===== config.mk =====
export PLATFORM = sky130hd
export DESIGN_NAME = regfile_write_arbiter
export DESIGN_NICKNAME = d
export VERILOG_FILES = /design/src/rtl/regfile_write_arbiter.sv
export SDC_FILE = /design/constraint.sdc
export NUM_CORES = 1
export LEC_CHECK = 0
export BUFFER_PORTS_ARGS = -buffer_cell sky130_fd_sc_hd__buf_2
export CORE_MARGIN = 2
export CORE_UTILIZATION = 41
export CTS_CLUSTER_SIZE = 8
export DETAILED_ROUTE_END_ITERATION = 8
export HOLD_SLACK_MARGIN = 0.02
export PLACE_DENSITY = 0.77
export SLEW_MARGIN = 20
export SYNTH_ARGS = -nofsm -noshare
export SYNTH_HDL_FRONTEND = slang
export SYNTH_SLANG_ARGS = --single-unit

===== constraint.sdc =====
create_clock -name clock -period 3.5 [get_ports clock]
set_clock_uncertainty 0.05 [all_clocks]
set_input_delay 0 -clock clock [delete_from_list [all_inputs] [get_ports clock]]
set_output_delay 0 -clock clock [all_outputs]
set_load 0.02 [all_outputs]

===== src/rtl/regfile_write_arbiter.sv =====
// Three-way round-robin write arbiter in front of the register file write port.
// One registered write per cycle; writes to r0 consume a grant but never assert the enable.
module regfile_write_arbiter #(
    parameter  int DATA_W = 32,
    localparam int NREQ   = 3
) (
    input  logic                   clock,
    input  logic                   reset,
    input  logic [NREQ-1:0]        req_valid,
    output logic [NREQ-1:0]        req_ready,
    input  logic [5*NREQ-1:0]      req_rd,
    input  logic [NREQ*DATA_W-1:0] req_data,
    input  logic                   stall,
    output logic                   ctrl_writeEnable,
    output logic [4:0]             ctrl_writeReg,
    output logic [DATA_W-1:0]      data_writeReg,
    output logic [1:0]             grant_id,
    output logic [15:0]            write_count
);

    logic [1:0]        rr_ptr_q, rr_ptr_d;
    logic              we_q, we_d;
    logic [4:0]        wreg_q, wreg_d;
    logic [DATA_W-1:0] wdata_q, wdata_d;
    logic [1:0]        gid_q, gid_d;
    logic [15:0]       cnt_q, cnt_d;

    logic [1:0]        cand1, cand2;
    logic              grant_any;
    logic [1:0]        grant_idx;
    logic [4:0]        sel_rd;
    logic [DATA_W-1:0] sel_data;

    // Search order rr_ptr, rr_ptr+1, rr_ptr+2 (mod 3)
    always_comb begin
        cand1     = (rr_ptr_q == 2'd2) ? 2'd0 : rr_ptr_q + 2'd1;
        cand2     = (rr_ptr_q == 2'd0) ? 2'd2 : rr_ptr_q - 2'd1;
        grant_any = 1'b0;
        grant_idx = rr_ptr_q;
        if (!reset && !stall) begin
            if (req_valid[rr_ptr_q]) begin
                grant_any = 1'b1;
                grant_idx = rr_ptr_q;
            end else if (req_valid[cand1]) begin
                grant_any = 1'b1;
                grant_idx = cand1;
            end else if (req_valid[cand2]) begin
                grant_any = 1'b1;
                grant_idx = cand2;
            end
        end
        req_ready = '0;
        if (grant_any) begin
            req_ready[grant_idx] = 1'b1;
        end
    end

    // Only the granted requester's fields reach the output register
    always_comb begin
        case (grant_idx)
            2'd0: begin
                sel_rd   = req_rd[4:0];
                sel_data = req_data[DATA_W-1:0];
            end
            2'd1: begin
                sel_rd   = req_rd[9:5];
                sel_data = req_data[2*DATA_W-1:DATA_W];
            end
            default: begin
                sel_rd   = req_rd[14:10];
                sel_data = req_data[3*DATA_W-1:2*DATA_W];
            end
        endcase
    end

    always_comb begin
        rr_ptr_d = rr_ptr_q;
        we_d     = 1'b0;
        wreg_d   = wreg_q;
        wdata_d  = wdata_q;
        gid_d    = 2'd3;
        cnt_d    = cnt_q;
        if (grant_any) begin
            rr_ptr_d = (grant_idx == 2'd2) ? 2'd0 : grant_idx + 2'd1;
            gid_d    = grant_idx;
            if (sel_rd != 5'd0) begin
                we_d    = 1'b1;
                wreg_d  = sel_rd;
                wdata_d = sel_data;
                if (cnt_q != '1) begin
                    cnt_d = cnt_q + 16'd1;
                end
            end
        end
    end

    always_ff @(posedge clock) begin
        if (reset) begin
            rr_ptr_q <= 2'd0;
            we_q     <= 1'b0;
            wreg_q   <= '0;
            wdata_q  <= '0;
            gid_q    <= 2'd3;
            cnt_q    <= '0;
        end else begin
            rr_ptr_q <= rr_ptr_d;
            we_q     <= we_d;
            wreg_q   <= wreg_d;
            wdata_q  <= wdata_d;
            gid_q    <= gid_d;
            cnt_q    <= cnt_d;
        end
    end

    assign ctrl_writeEnable = we_q;
    assign ctrl_writeReg    = wreg_q;
    assign data_writeReg    = wdata_q;
    assign grant_id         = gid_q;
    assign write_count      = cnt_q;

endmodule


* Word level (Yosys, flattened, before mapping)
Index checks and enable logic that the tools add are counted.
** Word-level totals
- Bits in registers :: 58
- Latch bits :: 0
- Memory bits (writable) :: 0
- Bits in read-only memories :: 0
- Output and inout port bits :: 59
- Memories kept :: 0
** Cells by class
- Add/sub/neg operators :: 4
- Multiply operators :: 0
- Divide/modulo/power cells :: 0
- Order comparisons :: 5
- Eq/ne operators :: 4
- Shift-type cells :: 0
- Mux-type cells :: 23
- Bitwise operators :: 1
- Reductions and logical operators :: 10
** Operators by type and width (number)
- $pmux W32 S2 :: 1
- $add A16 B1 Y16 const B :: 1
- $ne A16 B16 Y1 const B :: 1
- $mux W2 :: 7
- $lt A2 B3 Y1 const B :: 4
- $pmux W5 S2 :: 1
- $mux W1 :: 9
- $bmux W1 S2 :: 3
- $reduce_bool A5 Y1 :: 1
- $add A2 B1 Y2 const B :: 2
- $eq A2 B2 Y1 const B :: 2
- $logic_not A2 Y1 :: 2
- $mux W3 :: 1
- $reduce_and A3 Y1 :: 1
- $demux W1 S2 :: 1
- $eq A2 B1 Y1 const B :: 1
- $ge A2 B1 Y1 const B :: 1
- $logic_and A1 B1 Y1 :: 2
- $logic_not A1 Y1 :: 2
- $reduce_and A2 Y1 :: 1
- $reduce_or A2 Y1 :: 1
- $sub A2 B1 Y2 const B :: 1
- $not A1 Y1 :: 1

* Logic depth before layout (Yosys ltp)
- Depth after elaboration :: 13
- Gate-level depth with buffers :: 15

* Worst setup path before layout
Ideal clock, no wire load.
- Path type :: reg2reg
- Start :: register rr_ptr_q[0]
- End :: register wdata_q[0] (netlist: data_writeReg[0])
- Setup time :: 0.132 ns
- Data arrival time :: 3.278 ns
- Path slack :: 0.040 ns
- Cell stages (with the launch flop) :: 16
- Buffers on the path :: 3
- Clock period less this slack :: 3.460 ns
- Cells stage by stage :: dfxtp_1 > buf_4 > inv_1 > ha_1 > and2_1 > a221o_1 > o32ai_4 > a21o_1 > buf_4 > a31oi_1 > or4_4 > o21ai_4 > inv_2 > buf_2 > o211ai_1 > a21oi_1
** Between the ends
- Cells in the longest elaborated chain, start to end :: 12
- Elaborated cells on any way between the ends :: 26
- Classes of those cells :: 2 x add/sub; 2 x eq/ne; 18 x mux; 4 x reduce/logical
** Ends and longest elaborated chain
- from (decl) :: line 21 : logic [1:0] rr_ptr_q, rr_ptr_d;
- from (signal assigned) :: line 106 : rr_ptr_q <= rr_ptr_d;
- $sub A2 B1 Y2 / $logic_not A2 Y1 (equally long branches) :: line 37 : cand2 = (rr_ptr_q == 2'd0) ? 2'd2 : rr_ptr_q - 2'd1;
- $mux W2 :: line 37
- $bmux W1 S2 :: line 47 : end else if (req_valid[cand2]) begin
- $mux W1 (not written as such) :: line 47
- $mux W2 :: line 47
- $mux W2 :: line 44 : end else if (req_valid[cand1]) begin
- $mux W2 :: line 41 : if (req_valid[rr_ptr_q]) begin
- $mux W2 :: line 40 : if (!reset && !stall) begin
- $eq A2 B1 Y1 / $logic_not A2 Y1 (equally long branches) :: line 60 : case (grant_idx)
- $pmux W5 S2 :: line 60
- $reduce_bool A5 Y1 :: line 86 : if (sel_rd != 5'd0) begin
- $reduce_and A2 Y1 (no line)
- to (signal assigned) :: line 109 : wdata_q <= wdata_d;
- to (decl) :: line 24 : logic [DATA_W-1:0] wdata_q, wdata_d;
Parallel ways exist; a longest one is shown, timed or not. The select of a mux whose other input is x is not followed.
A chain may end at the register's enable or synchronous reset.

* Worst setup path after layout
- Start :: register rr_ptr_q[0]
- End :: register cnt_q[14] (netlist: write_count[14])
** Between the ends
- Cells in the longest elaborated chain, start to end :: 12
- Elaborated cells on any way between the ends :: 25
- Classes of those cells :: 2 x add/sub; 2 x eq/ne; 17 x mux; 4 x reduce/logical
** Ends and longest elaborated chain
- $sub A2 B1 Y2 / $logic_not A2 Y1 (equally long branches) :: line 37
- $mux W2 :: line 37
- $bmux W1 S2 :: line 47
- $mux W1 (not written as such) :: line 47
- $mux W2 :: line 47
- $mux W2 :: line 44
- $mux W2 :: line 41
- $mux W2 :: line 40
- $eq A2 B1 Y1 / $logic_not A2 Y1 (equally long branches) :: line 60
- $pmux W5 S2 :: line 60
- $reduce_bool A5 Y1 :: line 86
- $reduce_and A3 Y1 (no line) (*)
- to (signal assigned) :: line 111 : cnt_q <= cnt_d;
- to (decl) :: line 26 : logic [15:0] cnt_q, cnt_d;
Mark *: on every way between the ends. The rest lies on a longest branch, timed or not. The select of a mux whose other input is x is not followed.

==> metrics.md <==
| Metric | Value |
|---|---|
| Result of the run | complete, no violations |
| Fraction of the cycle the final worst path needs | roughly 96% |
| Library cells used by synthesis | 48 |
| Area of the core | 7810 µm² |
| Amount of wire on met2 after detailed routing | around 5.4 mm |
| Number of top-level pins | ~180 |
| Synthesized-area fraction occupied by ao, oa, aoi and oai cells | between 20% and 30% |
| Netlist area before placement | roughly 3300 µm² |
| Number of flops mapped to enable cells by yosys | 0 |
| Post-synthesis simple-gate area fraction | 18.6% |
| Count of H-tree levels built during CTS | 3 |
| Per-cell via count in the routed design | between 5 and 6 |
| Final Setup Violations | 0 |
| Instance count of the mapped netlist | ~410 |
| Root buffer cell | clkbuf_8 |
| Routability-driven placement congestion ratio | roughly 0.9 |
| Startpoint of the worst setup timing path | rr_ptr_q[0]$_SDFFE_PP0P_ |
| Routed wire length | 10.8 mm |
| Sequential share of the synthesized area | roughly a third |
| Wire length of the first global-routing pass | around 16 mm |
| WL per Instance | between 10 and 15 µm |
| Inserted Clock Buffers | 9 |
| Commonest non-fill, non-tap cells in the layout | buf_2, nand2_1, dfxtp_1 |
| Worst Hold Path Cells | 5 |
| Site row count | 32 |
| Mean instance size in the synthesized netlist | just over 8 µm² |
| Share of the core filled with cells in the final layout | 63.9% |
| Launch instance of the worst min-delay path | req_data[31] |
| Reg-to-reg critical path endpoint | write_count[14]$_SDFFE_PP0P_ |
| Layout overhead on the synthesized area | 49.7% |
| Sequential standard cell area | 1160 µm² |
| Area share of xor/xnor cells in the synthesized design | less than 1% |
| Maximum number of pins on one net before global-route repair | 54 |
| Worst hold slack across all endpoints | around 31 ps |
| Number of antenna violations at the first check in global routing | 0 |
| Total number of vias | 3,932 |
| Detailed-routing iteration count for the pre-antenna-repair pass | 4 |
| TritonCTS clock tree | yes |
| Total overflow reported by the global router | 0 |
| Number of cells on the worst reg-to-reg path | 13 |
| Critical Path Start Type | register |
| Main combinational cell family by area after synthesis | compound AO/OA/AOI/OAI gates |
| Antenna Violating Nets Remaining | 0 |
| Peak VDD IR | roughly 200 µV |
| Cell Pwr Density | roughly 390 nW/µm² |
| Adder-Cell Fraction of Synth Area | 1.50% |
| Width of the chip | around 94 µm |
| Clk pin slew, worst setup/hold paths | 70 ps |
| Share of cell area taken by muxes after synthesis | 12.0% |
| Later-pin clock latency in the skew report | 330 ps |
| Wl on met1 | ~4.2 mm |
| Met3 wire length | approximately 870 µm |
| Number of antenna diodes | 0 |
| Reg2Reg Setup Slack | 130 ps |
| Die Footprint | roughly 9000 µm² |
| Data arrival time of the worst path | between 3000 and 4000 ps |
| Effective utilization at floorplan | ~43% |
| Footprint of the multi-input gates | 2030 µm² |
| FILL cells | ~670 |
| Type of element capturing the critical path | register |
| Nets | between 700 and 800 |
| Worst rel slew slack | just over 60% |
| Fraction of registers with async set/reset | 0% |
| Actual transition at the worst max-transition pin | 584 ps |
| Fraction of final layout cells with drive strength greater than 1 | 36.0% |
| Worst min-delay path category | input pin to register |
| Peak Freq | 0.297 GHz |
| Top layer used by detailed routing | met4 |
| Post-synthesis sequential element count | between 50 and 60 |
| Crit path max fanout | 14 |
| Number of global-route vias before repair | 3,672 |
| Port Buf Inserts | about 180 |
| Final Hold Viols | 0 |
| Syn nets | roughly 530 |
| Die outline height | 94.1 µm |
| Iteration-0 DRC Markers | around 150 |
| Max Slew Vio Count | 0 |
| Source of the worst register-to-register timing path | rr_ptr_q[0]$_SDFFE_PP0P_ |
| Most common cell after layout, fill and taps aside | buf_2 |
| Setup crit end | write_count[14]$_SDFFE_PP0P_ |
| Flip-flop cell with the highest count after synthesis | dfxtp_1 |
| Number of warnings issued by yosys | 0 |
| Clock sink count | 58 |
| Worst Setup Path Type | register to register |
| DRC violation count after routing | 0 |
| Min Clock Period, post-route | roughly 3400 ps |
| Placed wire-length estimate | roughly 7 mm |
| Number of buffers on the longest clock path | 2 |
| Required time worst endpoint | approximately 3700 ps |
| LEAKAGE | 2.24 nW |
| Number of maximum-capacitance constraint violations | 0 |
| Combined global-route utilization of all metal layers | around 23% |
power by group:
group | switching (mW) | leakage (nW) | internal (mW) | total [mW]
logic | 0.292 | 1.66 | 0.240 | 0.532
registers | 0.0203 | 0.472 | 0.698 | 0.718
clock network | 0.268 | 0.109 | 0.418 | 0.686
through the flow:
stage | cell area (µm²) | TNS [ps] | instances | worst slack (ps) | total power, mW
after CTS | 4850 | 0 | 723 | 82.4 | 1.92
after detailed placement | 4300 | 0 | 674 | 18.8 | 1.20
after global placement | 4300 | 0 | 674 | 113 | 1.19
after floorplan | 3330 | 0 | 412 | 39.6 | 1.04
final | 4990 | 0 | 729 | 131 | 1.94
after global routing | 4990 | -101 | 729 | -45.2 | 2.04
state kept, by name, summed over array words and instances (netlist names):
name	count
data_writeReg	32
ctrl_writeReg	5
grant_id	2
write_count	16
ctrl_writeEnable	1
rr_ptr_q	2
cell families after synthesis:
kind of cell | count (synthesis)
xor+xnor | 1
buf+inv | 37
mux | 40
simple gates | 139
flops | 58
compound gates | 133
fa+ha+maj | 4
synth_stat cells (all sizes together) (5+ instances only):
cell type | n | area share (%)
a211oi | 9 | 2.0
mux2i | 40 | 12
a21oi | 47 | 7.1
o211ai | 36 | 8.1
inv | 10 | 1.1
nand2 | 87 | 9.9
a31oi | 9 | 2.1
or3 | 5 | 0.94
nand3 | 6 | 0.90
o21ai | 12 | 2.1
nor2 | 16 | 1.9
dfxtp | 58 | 35
clkbuf | 9 | 1.0
buf | 18 | 3.6
and3 | 9 | 1.7
cell type report:
class / instances / share of cell area [%]
well taps: 102 / 2.56
clock inverters: 5 / 1.56
multi-input cells: 317 / 40.7
inverters: 10 / 0.853
repair buffers: 226 / 28.2
clock buffers: 11 / 2.83
flip-flops and latches: 58 / 23.3
worst min path at each step:
| stage | to |
|---|---|
| after floorplan | grant_id[1]$_SDFF_PP1_ |
| after global placement | data_writeReg[12]$_SDFFE_PP0P_ |
| after detailed placement | data_writeReg[26]$_SDFFE_PP0P_ |
| after CTS | data_writeReg[11]$_SDFFE_PP0P_ |
| after global routing | data_writeReg[11]$_SDFFE_PP0P_ |
| final | data_writeReg[31]$_SDFFE_PP0P_ |
metal layers:
layer | vias up | track usage, %
li1 | 1925 | -
met1 | 1815 | 23.9
met2 | 171 | 42.6
met3 | 21 | 4.74
met4 | 0 | 9.66
met5 | - | 0
worst max-delay path, cell delays in order, from the launching register on:
cell and delay [ps]:
dfxtp_1 310, buf_4 160, ha_1 250, nor2b_2 200, o21ai_1 380, a21o_1 260, o211ai_1 130, a31oi_1 330
or4_4 210, o21ai_4 70, buf_12 150, buf_12 140, or4_1 510, a21oi_1 160
repair_timing:
action	4_1_cts	5_1_grt
cloned	0	2
gates resized for setup	2	9
endpoints found under the setup margin	1	49
hold endpoints to repair	33	0
hold buffers	33	0
pin swaps	0	2
setup buffers	0	4
No activity file was read; power rests on OpenSTA's default activity.
